## config.mk

```make
export PLATFORM = sky130hd
export DESIGN_NAME = button_event_classifier
export DESIGN_NICKNAME = d
export VERILOG_FILES = /design/src/rtl/btn_pkg.sv /design/src/rtl/edge_detect.sv /design/src/rtl/button_event_classifier.sv
export SDC_FILE = /design/constraint.sdc
export NUM_CORES = 1
export LEC_CHECK = 0
export CORE_UTILIZATION = 50
export CTS_BUF_LIST = sky130_fd_sc_hd__clkbuf_4 sky130_fd_sc_hd__clkbuf_8 sky130_fd_sc_hd__clkbuf_16
export DETAILED_ROUTE_END_ITERATION = 16
export PLACE_DENSITY = 0.77
export SKIP_LAST_GASP = 1
export SYNTH_ARGS = -nofsm -noshare
export SYNTH_HDL_FRONTEND = slang
export SYNTH_SLANG_ARGS = --single-unit
```

## constraint.sdc

```tcl
create_clock -name CLK -period 2 [get_ports CLK]
set_input_delay 0.2 -clock CLK [delete_from_list [all_inputs] [get_ports CLK]]
set_output_delay 0.2 -clock CLK [all_outputs]
set_load 0.01 [all_outputs]
```

## src/rtl/btn_pkg.sv

```systemverilog
// btn_pkg: shared FSM state encoding and default timing for the button event blocks
package btn_pkg;
  typedef enum logic [2:0] {
    IDLE      = 3'd0,
    PRESSED   = 3'd1,
    LONG_HELD = 3'd2,
    WAIT_2ND  = 3'd3,
    PRESSED_2 = 3'd4
  } btn_state_t;
  localparam int LONG_CYCLES_DEF = 100;
  localparam int GAP_CYCLES_DEF  = 40;
  localparam int PULSE_WIDTH     = 1;
endpackage

```

## src/rtl/edge_detect.sv

```systemverilog
// edge_detect: rise/fall strobes on a synchronous level, masked for the first cycle after reset
module edge_detect (
  input  logic clk,
  input  logic rst_n,
  input  logic din,
  output logic rise,
  output logic fall
);
  logic prev_q, prev_d, init_q, init_d;
  // history tracks the input every cycle; init only survives the first cycle out of reset
  always_comb begin
    prev_d = din;
    init_d = 1'b0;
  end
  // history registers; init_q=1 hides a level that was already high at reset release
  always_ff @(posedge clk or negedge rst_n) begin
    if (!rst_n) begin
      prev_q <= 1'b0;
      init_q <= 1'b1;
    end else begin
      prev_q <= prev_d;
      init_q <= init_d;
    end
  end
  assign rise = ~init_q & din & ~prev_q;
  assign fall = ~init_q & ~din & prev_q;
endmodule

```

## src/rtl/button_event_classifier.sv

```systemverilog
// button_event_classifier: turns a debounced button level into press/release/short/long/double-click pulses
module button_event_classifier
  import btn_pkg::*;
#(
  parameter int LONG_CYCLES = LONG_CYCLES_DEF,
  parameter int GAP_CYCLES  = GAP_CYCLES_DEF,
  parameter int CNT_WIDTH   = 8
) (
  input  logic CLK,
  input  logic RST,
  input  logic debounced_IN,
  output logic press_pulse,
  output logic release_pulse,
  output logic short_pulse,
  output logic long_pulse,
  output logic dclick_pulse,
  output logic busy
);
  localparam logic [CNT_WIDTH-1:0] LONG_LAST = CNT_WIDTH'(LONG_CYCLES - 1);
  localparam logic [CNT_WIDTH-1:0] GAP_LAST  = CNT_WIDTH'(GAP_CYCLES - 1);
  btn_state_t state_q, state_d;
  logic [CNT_WIDTH-1:0] cnt_q, cnt_d;
  logic press_q, press_d, rel_q, rel_d, short_q, short_d;
  logic long_q, long_d, dclick_q, dclick_d, busy_q, busy_d;
  logic rise, fall;
  edge_detect u_edge (
    .clk  (CLK),
    .rst_n(RST),
    .din  (debounced_IN),
    .rise (rise),
    .fall (fall)
  );
  // classifier FSM: fall beats long timeout in PRESSED, rise beats gap timeout in WAIT_2ND
  always_comb begin
    state_d  = state_q;
    cnt_d    = cnt_q;
    press_d  = 1'b0;
    rel_d    = 1'b0;
    short_d  = 1'b0;
    long_d   = 1'b0;
    dclick_d = 1'b0;
    case (state_q)
      IDLE: begin
        if (rise) begin
          press_d = 1'b1;
          cnt_d   = '0;
          state_d = PRESSED;
        end
      end
      PRESSED: begin
        cnt_d = cnt_q + 1'b1;
        if (fall) begin
          rel_d   = 1'b1;
          cnt_d   = '0;
          state_d = WAIT_2ND;
        end else if (cnt_q == LONG_LAST) begin
          long_d  = 1'b1;
          state_d = LONG_HELD;
        end
      end
      LONG_HELD: begin
        if (fall) begin
          rel_d   = 1'b1;
          state_d = IDLE;
        end
      end
      WAIT_2ND: begin
        cnt_d = cnt_q + 1'b1;
        if (rise) begin
          press_d = 1'b1;
          cnt_d   = '0;
          state_d = PRESSED_2;
        end else if (cnt_q == GAP_LAST) begin
          short_d = 1'b1;
          state_d = IDLE;
        end
      end
      PRESSED_2: begin
        cnt_d = &cnt_q ? cnt_q : cnt_q + 1'b1;
        if (fall) begin
          rel_d    = 1'b1;
          dclick_d = 1'b1;
          state_d  = IDLE;
        end
      end
      default: state_d = IDLE;
    endcase
    busy_d = state_d != IDLE;
  end
  // state, counter and registered pulse outputs
  always_ff @(posedge CLK or negedge RST) begin
    if (!RST) begin
      state_q  <= IDLE;
      cnt_q    <= '0;
      press_q  <= 1'b0;
      rel_q    <= 1'b0;
      short_q  <= 1'b0;
      long_q   <= 1'b0;
      dclick_q <= 1'b0;
      busy_q   <= 1'b0;
    end else begin
      state_q  <= state_d;
      cnt_q    <= cnt_d;
      press_q  <= press_d;
      rel_q    <= rel_d;
      short_q  <= short_d;
      long_q   <= long_d;
      dclick_q <= dclick_d;
      busy_q   <= busy_d;
    end
  end
  assign press_pulse   = press_q;
  assign release_pulse = rel_q;
  assign short_pulse   = short_q;
  assign long_pulse    = long_q;
  assign dclick_pulse  = dclick_q;
  assign busy          = busy_q;
endmodule

```

==> results of run 1 <==
==> timing repair <==
action,CTS,global route
buffers inserted,1,1
hold buffers,0,0
setup endpoints to repair,1,1
hold endpoints to repair,0,0
pin swaps,0,4
resized for setup,0,1
==> power by group through the flow <==
stage	logic (W)	registers, W	clock network (W)
after floorplan	0.000457	0.000603	0
after detailed placement	0.000785	0.000578	0
after global routing	0.000912	0.000571	0.000221
final	0.000836	0.000560	0.000200
after global placement	0.000768	0.000563	0
after CTS	0.000804	0.000565	0.000212
==> layout make-up <==
cell class	count	area [µm²]
repair buffers	28	230
well taps	27	33.8
multi-input cells	77	547
inverters	2	7.51
flip-flops and latches	19	477
fillers	147	657
clock buffers	4	30.0
==> through the flow <==
step                total power [W]  cell area [µm²]
finish                      0.00160             1330
global route                0.00170             1330
CTS                         0.00158             1320
detailed placement          0.00136             1280
global placement            0.00133             1280
floorplan                   0.00106             1070
==> worst max-delay path: stages, from the launching register on <==
cell,delay (ns)
dfrtp_1,0.44
nor4b_4,0.35
nand4_1,0.17
a221o_1,0.37
or4b_1,0.47
==> synth_stat cells (3+ instances only) <==
master,number
nor2_1,9
dfrtp_1,18
or3b_2,3
o211ai_1,8
nand3_1,11
nor2b_1,3
o21ai_0,4
==> path summary, 6_finish.rpt <==
path	end	slack, ns	startpoint
hold reg to reg	long_pulse	0.62	state_q[1]
setup / recovery	busy	0.09	cnt_q[7]
max in group asynchronous	state_q[0]	1.27	RST
min in group CLK	u_edge.prev_q	0.44	debounced_IN
setup reg to reg	busy	0.09	cnt_q[7]
hold / removal	release_pulse	0.22	RST
==> cell families (layout without fill, tap and decap cells) <==
| logic type | count (synthesis) | in the layout |
|---|---|---|
| buffers and inverters | 5 | 34 |
| and+or+nand+nor | 49 | 49 |
| xor gates and xnor gates | 1 | 1 |
| DFF | 19 | 19 |
| other | 1 | 1 |
| adders and majority gates | 1 | 1 |
| AOI/OAI and AO/OA | 25 | 25 |
==> flip-flops by register name, summed over array words and instances, names as in the netlist <==
| register | flops |
|---|---|
| press_pulse | 1 |
| state_q | 3 |
| u_edge.prev_q | 1 |
| u_edge.init_q | 1 |
| cnt_q | 8 |
| release_pulse | 1 |
| long_pulse | 1 |
| short_pulse | 1 |
| dclick_pulse | 1 |
| busy | 1 |
==> layer usage <==
layer  wire (µm)  global-route usage [%]  up-vias  part of all wire, %
li1            -                       -      442                    -
met1        1020                    30.4      448                   44
met2        1160                    37.9       30                   51
met3          77                    2.22        6                  3.4
met4          33                    8.33        0                  1.4
met5           0                       0        -                    0
==> impl_metrics.py, run 1 <==
metrics = {
    "timing": {
        "fmaxAchievable_mhz": 524,
        "slew_viol_final": 0,
        "clock_skew_ns": 0.00346,
        "worst_slack_ns": 0.0922,
        "finalHoldViolCount": 0,
        "min_period_ns": 1.91,
        "rsz0062_at_grt": "no",
        "fin_crit_sh_pct": 95.4,
        "setup_viol": 0,
        "holdWs_ns": 0.225,
        "fin_setup_tns_ns": 0,
    },
    "power": {
        "ir_worst_vdd_uv": 740,
        "pwr-share-seq_pct": 35.1,
        "power_frac_comb_pct": 52.4,
        "p_int_w": 0.000990,
        "p_clk_share_pct": 12.5,
        "cellPowerDensity_nw_per_um2": 1200,
        "p_leak_nw": 0.551,
        "p_sw_w": 0.000606,
        "p_sw_share_pct": 38.0,
    },
    "outcome": {
        "status": "finished clean",
    },
    "yosys": {
        "avgSynthCellArea_um2": 10.6,
        "muxShareOfSynthArea_pct": 0,
        "yosys.area_share.adder_pct": 1.17,
        "synth-edff-count": 0,
        "yosys_warnings": 0,
        "syn_nets": 105,
        "yosys.area_share.xor_xnor_pct": 0.821,
        "yosysTopAreaCell": "dfrtp_1",
        "yosys.area_share.simple_pct": 30.4,
        "yosys.area.top_type_share_pct": 42.2,
        "synthTopCellsByArea": "dfrtp_1 (42%), o211ai_1 (5.6%), nand3_1 (5.2%), nor2_1 (3.2%), clkbuf_8 (2.6%)",
        "syn_area_um2": 1070,
        "synth-seq-cells": 19,
        "synthDistinctLibCells": 42,
        "synth_compound_area_share_pct": 18.3,
        "synthArstFlopShare_pct": 100,
        "seq_area_frac_synth_pct": 44.7,
        "synth_ff_type": "dfrtp_1",
        "syn_inst": 101,
        "synth_top_family_by_area": "simple AND/OR/NAND/NOR gates",
    },
    "die": {
        "die_h_um": 48.2,
        "start_util_pct": 53.9,
        "core.rowCount": 16,
        "dieArea_um2": 2320,
        "core-area_um2": 1980,
        "io_pins": 9,
        "fp.dieW_um": 48.2,
    },
    "clocking": {
        "clock_sinks": 19,
        "root_buffer": "clkbuf_4",
        "clk_pin_slew_worst_paths_ns": 0.10,
        "cts_tree": "built",
        "clk_path_buf_depth": 2,
        "insertion_delay_ns": 0.29,
        "numCtsBuffers": 3,
        "htree_levels": 1,
    },
    "routing": {
        "ant_nets": 0,
        "drcViolationCount": 0,
        "wl_um": 2300,
        "via_count": 926,
        "dr.pass1.iters": 4,
        "drtIter0Drc": 31,
        "vias_per_cell": 5.90,
        "wire_per_inst_um": 14.6,
    },
    "placement": {
        "dp_cells": 151,
        "portBuffers": 8,
        "dp_hpwl_um": 1750,
        "dp_slack_ns": -0.0255,
        "place.gp.congestion": 0.901,
    },
    "grt": {
        "grt_pass1_wl_um": 3600,
        "grt_pass1_vias": 818,
        "grt_start_max_net_pins": 11,
        "globalRouteOverflowTotal": 0,
        "gr-usage-all-layers_pct": 22.7,
        "grt_antenna_before_repair": 0,
    },
    "hold_path": {
        "hold_path_class": "input pin to async pin",
    },
    "cells_and_area": {
        "fin_nets": 135,
        "antennaDiodeCount": 0,
        "final_common_cell": "buf_4",
        "final_core_util_pct": 66.9,
        "instances_no_fill": 157,
        "layout_common_cells": "buf_4 (20), dfrtp_1 (18), nand3_1 (11)",
        "area_growth_pct": 24.1,
        "drive_gt1_share_pct": 33.1,
    },
    "flow_run": {
        "maxCapViolCount": 0,
    },
    "worst_setup_path": {
        "crit_fanout": 4,
        "required_ns": 2.17,
        "r2r.worst_path.cells": 4,
        "path_class": "register to register",
        "cp-end-kind": "register",
        "arrival_ns": 2.08,
        "startpoint_type": "register",
    },
}
No activity file was read; power rests on OpenSTA's default activity.
==> inputs of run 2 (changes only) <==
Settings changed: TNS_END_PERCENT from default to 1.
==> results of run 2 <==
The final DEF is identical to that of run 1; final timing and power are the same.
==> inputs of run 3 (changes only) <==
Clock period 2 ns to 1.5 ns, I/O delays scaled along.
==> impl_metrics.py, run 3 (synthesis gave the netlist of run 1 again) <==
metrics = {
    "worst_setup_path": {
        "r2r.worst_path.cells": 4,
        "r2r_end": "busy",
        "rr_startpoint": "cnt_q[4]",
        "startpoint_type": "register",
        "crit_start": "cnt_q[4]",
        "cp-end-kind": "register",
        "required_ns": 1.68,
        "r2r_slack_ns": -0.42,
        "crit_fanout": 4,
        "arrival_ns": 2.10,
        "path_class": "register to register",
    },
    "timing": {
        "clock_skew_ns": 0.00219,
        "min_period_ns": 1.92,
        "rsz0062_at_grt": "yes",
        "worst_slack_ns": -0.417,
        "slew_viol_final": 0,
        "fin_crit_sh_pct": 128,
        "fmaxAchievable_mhz": 522,
        "finalHoldViolCount": 0,
        "setup_viol": 9,
    },
    "cells_and_area": {
        "instances_no_fill": 167,
        "stdcell_area_um2": 1400,
        "layout_common_cells": "buf_4 (30), dfrtp_1 (17), nand3_1 (11)",
        "area_growth_pct": 31.1,
        "top_regs": "cnt_q: 8 flops, state_q: 3 flops",
        "drive_gt1_share_pct": 37.9,
        "n_fill_cell": 158,
        "largest_register_ffs": 8,
        "final_core_util_pct": 70.6,
        "final_common_cell": "buf_4",
        "largest_register": "cnt_q",
        "antennaDiodeCount": 0,
        "fin_nets": 145,
    },
    "grt": {
        "grt_pass1_wl_um": 3800,
        "grt_pass1_vias": 869,
        "globalRouteOverflowTotal": 0,
        "grt_start_max_net_pins": 20,
        "gr-usage-all-layers_pct": 24.3,
        "grt_antenna_before_repair": 0,
    },
    "flow_run": {
        "maxCapViolCount": 0,
    },
    "die": {
        "fp.dieW_um": 48.2,
        "io_pins": 9,
        "core-area_um2": 1980,
        "die_h_um": 48.2,
        "dieArea_um2": 2320,
        "core.rowCount": 16,
        "start_util_pct": 53.9,
    },
    "power": {
        "power_w": 0.00224,
        "cellPowerDensity_nw_per_um2": 1600,
        "p_leak_nw": 0.599,
        "ir_worst_vdd_uv": 958,
    },
    "clocking": {
        "numCtsBuffers": 3,
        "clk_path_buf_depth": 2,
        "cts_tree": "built",
        "clk_pin_slew_worst_paths_ns": 0.11,
        "ctsResizeCount": 0,
        "clock_sinks": 19,
        "insertion_delay_ns": 0.30,
        "root_buffer": "clkbuf_4",
        "htree_levels": 1,
    },
    "placement": {
        "dp_slack_ns": -0.402,
        "place.gp.congestion": 0.927,
        "dp_cells": 162,
        "dp_hpwl_um": 1760,
        "place_area_um2": 1360,
        "portBuffers": 8,
    },
    "routing": {
        "via_count": 937,
        "ant_nets": 0,
        "dr.pass1.iters": 4,
        "vias_per_cell": 5.61,
        "wire_per_inst_um": 13.8,
        "drtIter0Drc": 32,
        "drcViolationCount": 0,
        "wl_um": 2310,
    },
    "hold_path": {
        "hold_path_class": "input pin to async pin",
    },
    "outcome": {
        "status": "finished with violations",
        "failed_checks": "setup timing",
    },
}
==> run 3: worst max-delay path by stage <==
stage	endpoint	slack [ns]	cells after the start
6_report	busy	-0.42	4
3_5_place_dp	cnt_q[4]	-0.40	7
5_1_grt	busy	-0.51	4
2_1_floorplan	busy	-0.29	4
3_3_place_gp	cnt_q[4]	-0.37	7
4_1_cts	busy	-0.40	4
==> run 3: area by class of cell <==
cell class              count  area [µm²]  share of cell area (%)
clock buffers               4        30.0                    2.15
inverters                   2        7.51                   0.537
multi-input cells          77         544                    38.9
flip-flops and latches     19         478                    34.2
well taps                  27        33.8                    2.42
repair buffers             38         305                    21.8
==> run 3: per-layer routing <==
layer | up-vias | wire, µm | GRT usage, %
met5 | - | 0 | 0
met4 | 0 | 69 | 13.3
met3 | 8 | 97 | 3.70
met2 | 26 | 1100 | 39.5
met1 | 442 | 1040 | 31.0
li1 | 461 | - | -
==> run 3: through the flow <==
stage	hold slack (ns)	setup TNS, ns
after floorplan	-0.146	-1.45
after global placement	0.500	-2.20
after detailed placement	0.508	-2.40
after CTS	0.181	-1.13
after global routing	0.209	-2.38
final	0.175	-1.16
==> run 3: critical path, stage by stage, from the launching register on <==
cell,delay [ns]
dfrtp_2,0.44
nor4b_4,0.35
nand4_1,0.19
a221o_1,0.36
or4b_1,0.46
==> run 3: where the power goes <==
part	internal [W]	switching, W	total [W]
logic	0.000633	0.000588	0.00122
clock network	0.000122	0.000157	0.000279
registers	0.000657	0.0000811	0.000738
==> run 3: what timing repair did <==
item	CTS	global route
setup buffers	1	0
cloned	0	0
hold buffers	0	0
pin swaps	2	1
endpoints found under the setup margin	9	12
